===== src/rtl/floo_hbm_ch_demux.sv =====
// HBM pseudo-channel demux: steers whole AXI bursts to the channel picked by the
// interleave bits of their start address and tracks outstanding reads/writes per direction.
package floo_hbm_pkg;
    typedef struct packed {
        logic [3:0]  id;
        logic [31:0] addr;
        logic [7:0]  len;
        logic [2:0]  size;
        logic [1:0]  burst;
    } axi_ax_t;

    typedef struct packed {
        logic [63:0] data;
        logic [7:0]  strb;
        logic        last;
    } axi_w_t;

    typedef struct packed {
        logic [3:0] id;
        logic [1:0] resp;
    } axi_b_t;

    typedef struct packed {
        logic [3:0]  id;
        logic [63:0] data;
        logic [1:0]  resp;
        logic        last;
    } axi_r_t;

    typedef struct packed {
        axi_ax_t aw;
        logic    aw_valid;
        axi_w_t  w;
        logic    w_valid;
        logic    b_ready;
        axi_ax_t ar;
        logic    ar_valid;
        logic    r_ready;
    } axi_wide_out_req_t;

    typedef struct packed {
        logic    aw_ready;
        logic    ar_ready;
        logic    w_ready;
        logic    b_valid;
        axi_b_t  b;
        logic    r_valid;
        axi_r_t  r;
    } axi_wide_out_rsp_t;
endpackage

module floo_hbm_ch_demux #(
    parameter int unsigned NumChannels   = 4,
    parameter int unsigned InterleaveBit = 12,
    parameter int unsigned MaxTxns       = 8,
    parameter type axi_req_t = floo_hbm_pkg::axi_wide_out_req_t,
    parameter type axi_rsp_t = floo_hbm_pkg::axi_wide_out_rsp_t
) (
    input  logic     clk_i,
    input  logic     rst_ni,
    input  axi_req_t slv_req_i,
    output axi_rsp_t slv_rsp_o,
    output axi_req_t mst_req_o [NumChannels],
    input  axi_rsp_t mst_rsp_i [NumChannels],
    output logic     idle_o
);
    localparam int unsigned SelW = (NumChannels > 1) ? $clog2(NumChannels) : 1;
    localparam int unsigned CntW = $clog2(MaxTxns + 1);

    typedef logic [SelW-1:0] sel_t;
    typedef logic [CntW-1:0] cnt_t;
    typedef enum logic [1:0] {IDLE, ACTIVE, FULL} dir_state_e;

    localparam cnt_t CntMax = cnt_t'(MaxTxns);

    function automatic dir_state_e state_of(input cnt_t c);
        if (c == '0)     return IDLE;
        if (c == CntMax) return FULL;
        return ACTIVE;
    endfunction

    cnt_t       rd_cnt, wr_cnt, w_pend;
    sel_t       rd_ch, wr_ch;
    sel_t       ar_sel, aw_sel, w_tgt;
    dir_state_e rd_st, wr_st;
    logic       ar_rdy_ch, aw_rdy_ch, w_rdy_ch, r_vld_ch, r_last_ch, b_vld_ch;
    logic       rd_can, wr_can, r_ok, b_ok, w_ok;
    logic       ar_hs, aw_hs, w_done, r_done, b_hs;
    logic       ar_in_range, aw_in_range;

    if (NumChannels > 1) begin : g_sel
        assign ar_sel = slv_req_i.ar.addr[InterleaveBit +: SelW];
        assign aw_sel = slv_req_i.aw.addr[InterleaveBit +: SelW];
    end else begin : g_sel_single
        assign ar_sel = '0;
        assign aw_sel = '0;
    end

    assign ar_in_range = 32'(ar_sel) < NumChannels;
    assign aw_in_range = 32'(aw_sel) < NumChannels;
    assign rd_st       = state_of(rd_cnt);
    assign wr_st       = state_of(wr_cnt);

    // Channel-side muxes; W is kept apart because its target depends on the AW handshake.
    always_comb begin
        ar_rdy_ch = 1'b0;
        aw_rdy_ch = 1'b0;
        r_vld_ch  = 1'b0;
        r_last_ch = 1'b0;
        b_vld_ch  = 1'b0;
        for (int i = 0; i < NumChannels; i++) begin
            if (ar_sel == sel_t'(i)) ar_rdy_ch = mst_rsp_i[i].ar_ready;
            if (aw_sel == sel_t'(i)) aw_rdy_ch = mst_rsp_i[i].aw_ready;
            if (rd_ch == sel_t'(i)) begin
                r_vld_ch  = mst_rsp_i[i].r_valid;
                r_last_ch = mst_rsp_i[i].r.last;
            end
            if (wr_ch == sel_t'(i)) b_vld_ch = mst_rsp_i[i].b_valid;
        end
    end

    always_comb begin
        w_rdy_ch = 1'b0;
        for (int i = 0; i < NumChannels; i++)
            if (w_tgt == sel_t'(i)) w_rdy_ch = mst_rsp_i[i].w_ready;
    end

    assign r_ok   = rst_ni && (rd_st != IDLE);
    assign b_ok   = rst_ni && (wr_st != IDLE);
    assign r_done = r_ok && r_vld_ch && slv_req_i.r_ready && r_last_ch;
    assign b_hs   = b_ok && b_vld_ch && slv_req_i.b_ready;

    // A full direction frees a slot in the same cycle its retiring response completes.
    assign rd_can = rst_ni && ar_in_range &&
                    (rd_st == IDLE || (ar_sel == rd_ch && (rd_st == ACTIVE || r_done)));
    assign wr_can = rst_ni && aw_in_range &&
                    ((wr_st == IDLE && w_pend == '0) ||
                     (aw_sel == wr_ch && (wr_st == ACTIVE || b_hs) && w_pend != CntMax));

    assign ar_hs  = slv_req_i.ar_valid && ar_rdy_ch && rd_can;
    assign aw_hs  = slv_req_i.aw_valid && aw_rdy_ch && wr_can;
    assign w_tgt  = (w_pend != '0) ? wr_ch : aw_sel;
    assign w_ok   = rst_ni && (w_pend != '0 || aw_hs);
    assign w_done = w_ok && slv_req_i.w_valid && w_rdy_ch && slv_req_i.w.last;

    always_comb begin
        slv_rsp_o          = '0;
        slv_rsp_o.ar_ready = ar_rdy_ch && rd_can;
        slv_rsp_o.aw_ready = aw_rdy_ch && wr_can;
        slv_rsp_o.w_ready  = w_rdy_ch && w_ok;
        slv_rsp_o.r_valid  = r_vld_ch && r_ok;
        slv_rsp_o.b_valid  = b_vld_ch && b_ok;
        for (int i = 0; i < NumChannels; i++) begin
            if (rd_ch == sel_t'(i)) slv_rsp_o.r = mst_rsp_i[i].r;
            if (wr_ch == sel_t'(i)) slv_rsp_o.b = mst_rsp_i[i].b;
        end
    end

    always_comb begin
        for (int i = 0; i < NumChannels; i++) begin
            mst_req_o[i]          = slv_req_i;
            mst_req_o[i].ar_valid = slv_req_i.ar_valid && rd_can && (ar_sel == sel_t'(i));
            mst_req_o[i].aw_valid = slv_req_i.aw_valid && wr_can && (aw_sel == sel_t'(i));
            mst_req_o[i].w_valid  = slv_req_i.w_valid && w_ok && (w_tgt == sel_t'(i));
            mst_req_o[i].r_ready  = slv_req_i.r_ready && r_ok && (rd_ch == sel_t'(i));
            mst_req_o[i].b_ready  = slv_req_i.b_ready && b_ok && (wr_ch == sel_t'(i));
        end
    end

    always_ff @(posedge clk_i or negedge rst_ni) begin
        if (!rst_ni) begin
            rd_cnt <= '0;
            wr_cnt <= '0;
            w_pend <= '0;
            rd_ch  <= '0;
            wr_ch  <= '0;
        end else begin
            if (ar_hs) rd_ch <= ar_sel;
            if (aw_hs) wr_ch <= aw_sel;
            rd_cnt <= rd_cnt + cnt_t'(ar_hs) - cnt_t'(r_done);
            wr_cnt <= wr_cnt + cnt_t'(aw_hs) - cnt_t'(b_hs);
            w_pend <= w_pend + cnt_t'(aw_hs) - cnt_t'(w_done);
        end
    end

    assign idle_o = (rd_cnt == '0) && (wr_cnt == '0) && (w_pend == '0);

    // Bursts are never split, so an INCR burst must stay inside one interleave granule.
    logic [63:0] ar_beg, ar_end, aw_beg, aw_end;
    assign ar_beg = 64'(slv_req_i.ar.addr);
    assign aw_beg = 64'(slv_req_i.aw.addr);
    assign ar_end = ar_beg + ((64'(slv_req_i.ar.len) + 64'd1) << slv_req_i.ar.size) - 64'd1;
    assign aw_end = aw_beg + ((64'(slv_req_i.aw.len) + 64'd1) << slv_req_i.aw.size) - 64'd1;

    a_ar_granule: assert property (@(posedge clk_i) disable iff (!rst_ni)
        (slv_req_i.ar_valid && slv_req_i.ar.burst == 2'b01) |->
        ((ar_end >> InterleaveBit) == (ar_beg >> InterleaveBit)));
    a_aw_granule: assert property (@(posedge clk_i) disable iff (!rst_ni)
        (slv_req_i.aw_valid && slv_req_i.aw.burst == 2'b01) |->
        ((aw_end >> InterleaveBit) == (aw_beg >> InterleaveBit)));
    a_rd_ch_stable: assert property (@(posedge clk_i) disable iff (!rst_ni)
        (rd_cnt != '0) |=> $stable(rd_ch));
    a_wr_ch_stable: assert property (@(posedge clk_i) disable iff (!rst_ni)
        (wr_cnt != '0 || w_pend != '0) |=> $stable(wr_ch));
endmodule


===== config.mk =====
export PLATFORM = sky130hd
export DESIGN_NAME = floo_hbm_ch_demux
export DESIGN_NICKNAME = d
export VERILOG_FILES = /design/src/rtl/floo_hbm_ch_demux.sv
export SDC_FILE = /design/constraint.sdc
export NUM_CORES = 1
export LEC_CHECK = 0
export CORE_AREA = 5 5 501 503
export CTS_CLUSTER_DIAMETER = 80
export CTS_CLUSTER_SIZE = 12
export DETAILED_ROUTE_END_ITERATION = 8
export DIE_AREA = 0 0 506 508
export HOLD_SLACK_MARGIN = 0.05
export SYNTH_ARGS = -nofsm -noshare
export SYNTH_HDL_FRONTEND = slang
export SYNTH_SLANG_ARGS = --single-unit

===== constraint.sdc =====
create_clock -name clk_i -period 6.2 [get_ports clk_i]
set_clock_uncertainty 0.2 [all_clocks]
set_input_delay 1.86 -clock clk_i [delete_from_list [all_inputs] [get_ports clk_i]]
set_output_delay 1.86 -clock clk_i [all_outputs]
set_load 0.02 [all_outputs]

# Word level (Yosys, flattened, before mapping)
# Cells that the tools add are included.
# totals
inputBits	506
out_inout_bits	787
wordCells	148
reg_bits	16
# op_classes
eq_ne	22
muxes	47
n_reduce_logical	68
addsub	6
# ops
cell	count
two-way mux 71 bit	4
logical AND 1 bit	50
two-way mux 1 bit	30
two-way mux 6 bit	4
equality test 2 bit, second input constant	10
two-way mux 2 bit	9
equality test 2 x 1 -> 1 bit, second input constant	7
zero test 2 bit	7
adder 4 x 1 -> 4 bit	3
zero test 4 bit	3
subtractor 4 x 1 -> 4 bit	3
equality test 4 bit, second input constant	2
logical OR 1 bit	5
equality test 2 bit	2
!= test 4 bit, second input constant	1
nonzero test 2 bit	2
nonzero test 4 bit	1

# Depth between registers and ports, before layout
# Gate-level depths: netlist (run 1).
# depth
depth_word	21
ltp_mapped	13
ltp_nobuf	13

# Least setup slack after synthesis (run 1)
# OpenSTA, ideal clock, no wires.
# synth_path
path_type	input port to output port
start	in slv_req_i[152] in the netlist's numbering
end	out mst_req_o[478] in the netlist's numbering
n_path_buf	1
slack_ns	0.720
path_stages	6
arrival_ns	3.420
required_time_ns	4.140
path_cell_list	clkbuf_1 xor2_1 a211oi_1 o21a_4 o211ai_1 nor3b_1
# synth_rtl
item	line	rtl
from (decl)	61	input axi_req_t slv_req_i,
to (decl)	63	output axi_req_t mst_req_o [NumChannels],

==> results of run 1 <==
==> final cells by class <==
| class | instances | area (um^2) |
|---|---|---|
| diodes | 40 | 100 |
| clock buffers | 4 | 88.8 |
| fillers | 28953 | 233000 |
| inverters | 29 | 109 |
| multi-input cells | 196 | 2790 |
| flip-flops and latches | 16 | 408 |
| well taps | 3220 | 4030 |
| repair buffers | 484 | 4780 |
==> power by group through the flow <==
| stage | logic [mW] | clock network, mW | registers (mW) |
|---|---|---|---|
| after floorplan | 2.13 | 0 | 0.192 |
| after global placement | 3.66 | 0 | 0.287 |
| after detailed placement | 3.68 | 0 | 0.290 |
| after CTS | 3.72 | 0.143 | 0.288 |
| after global routing | 3.70 | 0.148 | 0.296 |
| final | 3.46 | 0.141 | 0.279 |
==> Yosys cell counts (all sizes together), types with 5 or more instances <==
library cell  instances
clkbuf               15
nand2                 8
nor3b                 6
xnor2                 5
xor2                  5
buf                 696
mux4                 81
nor2                 12
ha                   18
inv                  29
nor3                 10
and2                  5
dfrtp                16
a31oi                 5
==> path summary, 6_finish.rpt <==
path	end	slack (ps)	cells after the start
setup / recovery	mst_req_o[580]	70	10
hold / removal	w_pend[0]$_DFF_PN0_	310	1
setup reg to reg	w_pend[2]$_DFF_PN0_	2330	13
hold reg to reg	w_pend[0]$_DFF_PN0_	310	1
max in group asynchronous	rd_ch[1]$_DFFE_PN0P_	3690	2
min in group asynchronous	wr_cnt[3]$_DFF_PN0_	1840	2
==> state kept, by name, indices dropped and copies added (netlist names) <==
signal	flops
wr_ch	2
rd_ch	2
rd_cnt	4
w_pend	4
wr_cnt	4
==> cell families (layout without fill, tap and decap cells) <==
kind of cell | after synthesis | in the layout
simple gates | 52 | 52
flops | 16 | 16
other cells | 0 | 40
buf+inv | 740 | 517
fa+ha+maj | 21 | 21
mux | 88 | 88
xor+xnor | 10 | 10
compound gates | 25 | 25
==> repair_timing <==
item	4_1_cts	5_1_grt
resized for setup	16	4
setup buffers	6	0
pin swaps	2	1
setup endpoints to repair	7	5
==> worst max-delay path, cell delays in order <==
cell and delay [ps]:
clkdlybuf4s50_1 480, buf_6 130, mux4_2 520, and2_4 210, a31oi_4 150, a21o_1 170
buf_4 130, buf_4 110, nor2_1 40, clkdlybuf4s15_2 260
==> layer usage <==
metal | up-vias | part of all wire, %
met5 | - | 0.31
met4 | 54 | 5.0
met3 | 319 | 23
met2 | 1119 | 48
met1 | 2641 | 24
li1 | 2069 | -
==> results.ini, run 1 <==
[route]
routedWlPerCell_um = 32.7
drt_iter0_drc = 364
drc = 0
drt_first_pass_iters = 4
vias_per_cell = 1.55
antenna_left = 0
wirelength_um = 131000
vias = 6202

[pwr]
clkPwrFrac_pct = 3.6
ir_drop_mv = 0.217
combPwrFrac_pct = 89.2
leakagePower_nw = 3.27
p_switching_mw = 2.26
swShare_pct = 58.2
internal-power_mw = 1.62
power.density_mw_per_mm2 = 316
p_total_mw = 3.88
p_seq_share_pct = 7.2

[synth]
synth_top_family_by_area = buffers and inverters
synth_top_area_share_pct = 60.2
synth_seq_cells = 16
synth.area.mux_share_pct = 22.5
synth_nets = 1479
synth-adder-area-share_pct = 3.35
syn_inst = 952
synthTopCellsByArea = buf_4 60%, mux4_2 21%, dfrtp_1 4.7%
synth_edf_count = 0
ys_types = 38
synth-simple-area-share_pct = 3.27
yosys.area.top_type = buf_4
synth-xor-area-share_pct = 1.03
ys.flop_type = dfrtp_1
synth_compound_area_share_pct = 2.29
yosysWarningCount = 0
synth-seq-area-share_pct = 4.70
async_reset_ff_share_pct = 100
syn_area_mm2 = 0.00853
avgSynthCellArea_um2 = 8.96

[clocking]
clockBufferDepth = 2
cts_hold_buf = 0
worstSkewPairLatency_ps = 250
root_buffer = clkbuf_16
cts_tree = yes
cts_buffers = 3
clock-sinks = 16
clkTransAtPathRegs_ps = 50
cts.htree.levels = 1

[sta]
fin_crit_sh_pct = 98.8
max_freq_ghz = 0.163
hold_viol = 0
maxSlewViolCount = 0
finalSetupViolCount = 0
tns_ps = 0
hold_slack_ps = 312
layout_min_cycle_time_ps = 6130
worst_pin_slew_ps = 1030
max_slew_margin_pct = 31.4
worst_slack_ps = 72.2

[global_route]
grt_max_degree = 51
grt_use_met2_pct = 16.8
busiest_layer = met2
grt_pass1_vias = 6398
antenna_found_initial = 105
grtUsageTotal_pct = 9.59
grt_pass1_wl_um = 145000
grt-ovfl-total = 0
met3_usage_pct = 9.97
use_met1_pct = 6.79

[layout]
final_core_util_pct = 5.01
syn_to_final_growth_pct = 44.3
finalNonFillerCells = 3989
drive_gt1_share_pct = 22.5
final_area_mm2 = 0.0123
mostFrequentLayoutCells = 415 x clkdlybuf4s50_1, 79 x mux4_2, 54 x buf_4, 29 x inv_1, 18 x ha_1
final_common_cell = clkdlybuf4s50_1
fin_nets = 1257

[placed_design]
placedCellCount = 3939
gp_congestion = 0.864
post_dp_cell_area_mm2 = 0.0120
port_buffers = 462
post-place-ws_ps = -299
place_hpwl_um = 124000

[floorplanning]
die_area_mm2 = 0.257
rows = 182
die_y_um = 508
die_width_um = 506
io_pins = 1293
initial_core_util_pct = 3.47
core-area_mm2 = 0.245

[critical_path]
arrival_ps = 4070
cp_max_fo = 4
startpoint = slv_req_i[152]
critical_path.startpoint_type = primary input
r2r_start = wr_ch[1]$_DFFE_PN0P_
worstSetupPathType = primary input to output pin
crit_required_ps = 4140
cp-end-kind = output pin

[min_path]
min-delay-start = w_pend[0]$_DFF_PN0_
hp-class = flip-flop to flip-flop

[outcome]
outcome = complete, no violations

[run]
cap_violations = 0

Note: power is estimated with default switching activity, not from simulation.
==> run 2, diff against run 1 <==
--- a/config.mk
+++ b/config.mk
@@ -5,6 +5,7 @@
 export SDC_FILE = /design/constraint.sdc
 export NUM_CORES = 1
 export LEC_CHECK = 0
+export CAP_MARGIN = 10
 export CORE_AREA = 5 5 501 503
 export CTS_CLUSTER_DIAMETER = 80
 export CTS_CLUSTER_SIZE = 12
==> results of run 2 <==
No change in the layout: final DEF, timing and power equal those of run 1.
==> run 3, diff against run 2 <==
--- a/config.mk
+++ b/config.mk
@@ -6,12 +6,15 @@
 export NUM_CORES = 1
 export LEC_CHECK = 0
 export CAP_MARGIN = 10
-export CORE_AREA = 5 5 501 503
+export CELL_PAD_IN_SITES_DETAIL_PLACEMENT = 0
+export CELL_PAD_IN_SITES_GLOBAL_PLACEMENT = 1
+export CORE_AREA = 5 5 506 508
 export CTS_CLUSTER_DIAMETER = 80
 export CTS_CLUSTER_SIZE = 12
 export DETAILED_ROUTE_END_ITERATION = 8
-export DIE_AREA = 0 0 506 508
+export DIE_AREA = 0 0 511 513
 export HOLD_SLACK_MARGIN = 0.05
+export PLACE_DENSITY_LB_ADDON = 0.1
 export SYNTH_ARGS = -nofsm -noshare
 export SYNTH_HDL_FRONTEND = slang
 export SYNTH_SLANG_ARGS = --single-unit
==> run 3 against run 2 <==
  * Critical path type unchanged
  * Combinational power is 3% lower
  * Critical endpoint is now mst_req_o[403]
  * Core utilization about the same
  * Sequential power about the same
  * Largest power group unchanged
  * Highest routed layer unchanged
  * Global-route usage is 2.4 points lower
  * Clock-buffer cell count stayed put
  * Critical path depth fell by 3
==> results.ini, run 3 (same netlist as run 1, synthesis figures left out) <==
[clocking]
clockBufferDepth = 2  ; unchanged
root_buffer = clkbuf_16  ; unchanged
clock-sinks = 16  ; unchanged
clkTransAtPathRegs_ps = 60  ; was 50 ps
cts_buffers = 3  ; unchanged
cts_tree = yes  ; unchanged
cts.htree.levels = 1  ; unchanged
worstSkewPairLatency_ps = 260  ; was 250 ps
cts_hold_buf = 0  ; unchanged

[sta]
max_freq_ghz = 0.163  ; about the same
layout_min_cycle_time_ps = 6130  ; about the same
worst_pin_slew_ps = 821  ; was 1030 ps
rsz0062_at_grt = no
finalSetupViolCount = 0  ; unchanged
hold_viol = 0  ; unchanged
maxSlewViolCount = 0  ; unchanged
fin_crit_sh_pct = 98.9  ; was 98.8%
max_slew_margin_pct = 45.2  ; was 31.4%

[floorplanning]
die_area_mm2 = 0.262  ; was 0.257 mm^2
die_y_um = 513  ; was 508 um
core-area_mm2 = 0.251  ; was 0.245 mm^2
initial_core_util_pct = 3.40  ; was 3.47%
io_pins = 1293  ; unchanged
die_width_um = 511  ; was 506 um
rows = 184  ; was 182

[critical_path]
worstPathCellList = clkdlybuf4s50_1 -> buf_12 -> buf_4 -> buf_4 -> nand3_1 -> nor3_1 -> clkdlybuf4s50_1  ; was clkdlybuf4s50_1 -> buf_6 -> mux4_2 -> and2_4 -> a31oi_4 -> a21o_1 -> buf_4 -> buf_4 -> nor2_1 -> clkdlybuf4s15_2
crit_required_ps = 4140  ; about the same
arrival_ps = 4070  ; about the same
cp-end-kind = output pin  ; unchanged
r2r_start = w_pend[1]$_DFF_PN0_  ; was wr_ch[1]$_DFFE_PN0P_
worstSetupPathType = primary input to output pin  ; unchanged
cp_num_buf_inv = 5  ; unchanged
cp_max_fo = 7  ; was 4
critical_path.startpoint_type = primary input  ; unchanged
critPathSlowestCell = clkdlybuf4s50_1  ; was mux4_2
startpoint = rst_ni  ; was slv_req_i[152]
critPathMaxStageDelay_ps = 690  ; was 520 ps
crit_family = buffers and inverters  ; unchanged

[layout]
fin_nets = 1267  ; was 1,257
reg_top3 = rd_cnt (4), w_pend (4), wr_cnt (4)  ; unchanged
drive_gt1_share_pct = 22.2  ; was 22.5%
n_fill_cell = 29551  ; was 28,953
final_common_cell = clkdlybuf4s50_1  ; unchanged
final_core_util_pct = 5.01  ; about the same
syn_to_final_growth_pct = 47.4  ; was 44.3%
mostFrequentLayoutCells = 423 x clkdlybuf4s50_1, 79 x mux4_2, 46 x buf_4, 29 x inv_1, 18 x ha_1  ; was 415 x clkdlybuf4s50_1, 79 x mux4_2, 54 x buf_4, 29 x inv_1, 18 x ha_1
finalNonFillerCells = 4101  ; was 3,989

[min_path]
hp-class = flip-flop to flip-flop  ; unchanged
min-delay-start = w_pend[0]$_DFF_PN0_  ; unchanged

[global_route]
grt_max_degree = 58  ; was 51
grt-ovfl-total = 0  ; unchanged
grt_pass1_wl_um = 114000  ; was 145,000 um
antenna_found_initial = 86  ; was 105
grt_pass1_vias = 6145  ; was 6,398
grtUsageTotal_pct = 7.16  ; was 9.59%

[route]
drt_iter0_drc = 296  ; was 364
drt_first_pass_iters = 4  ; unchanged
antenna_left = 0  ; unchanged
vias_per_cell = 1.41  ; was 1.55
drc = 0  ; unchanged
routedWlPerCell_um = 24.1  ; was 32.7 um
wirelength_um = 99000  ; was 131,000 um
vias = 5770  ; was 6,202

[placed_design]
placedCellCount = 4082  ; was 3,939
place_hpwl_um = 93200  ; was 124,000 um
gp_congestion = 0.768  ; was 0.864
port_buffers = 462  ; unchanged

[run]
cap_violations = 0  ; unchanged

[pwr]
power.density_mw_per_mm2 = 301  ; was 316 mW/mm^2
ir_drop_mv = 0.187  ; was 0.217 mV
leakagePower_nw = 3.34  ; was 3.27 nW

[outcome]
outcome = complete, no violations  ; unchanged

## run 3: final timing paths
check	end	cells after the start	slack [ps]
worst max-delay path	mst_req_o[403]	7	70
worst min-delay path	w_pend[0]$_DFF_PN0_	1	310
worst max register to register	w_pend[2]$_DFF_PN0_	11	2230
worst min register to register	w_pend[0]$_DFF_PN0_	1	310
max in group asynchronous	rd_ch[0]$_DFFE_PN0P_	4	3590
min in group asynchronous	w_pend[2]$_DFF_PN0_	3	1880
## run 3: metal layers
metal  share of wire [%]  vias to the layer above  GRT usage [%]
met2                  48                      712           12.4
met3                  13                      307           3.87
met1                  36                     2649           7.66
met4                 2.7                       54           1.54
met5                0.36                        -              0
li1                    -                     2048              -
## run 3: where the power goes
part	leakage [nW]	total (mW)	internal (mW)	switching, mW
logic	3.11	3.35	1.41	1.95
clock network	0.0442	0.150	0.0985	0.0518
registers	0.187	0.282	0.168	0.114
total	3.34	3.79	1.67	2.11
## run 3: stage by stage
stage / TNS (ps) / cell area, um^2 / setup WS (ps) / power, mW / hold slack, ps
after floorplan: 0 / 8530 / 720 / 2.32 / 279
after global placement: -2510 / 12400 / -486 / 3.86 / 306
after detailed placement: -2570 / 12400 / -496 / 3.85 / 302
after CTS: 0 / 12500 / 9.08 / 4.05 / 316
after global routing: 0 / 12500 / 2.61 / 4.12 / 336
final: 0 / 12600 / 69.7 / 3.79 / 307
## run 3: final cells by class
| class | count | area (um^2) | share of cell area [%] |
|---|---|---|---|
| Antenna cell | 14 | 35.0 | 0.279 |
| Clock buffer | 4 | 88.8 | 0.707 |
| Inverter | 29 | 109 | 0.866 |
| Multi-Input combinational cell | 196 | 2810 | 22.4 |
| Sequential cell | 16 | 408 | 3.25 |
| Tap cell | 3348 | 4190 | 33.3 |
| Timing Repair Buffer | 494 | 4920 | 39.2 |
## run 3: repair_timing
| action | 4_1_cts | 5_1_grt |
|---|---|---|
| pin swaps | 2 | 2 |
| setup endpoints to repair | 12 | 5 |
| resized for setup | 21 | 9 |
| setup buffers | 1 | 0 |
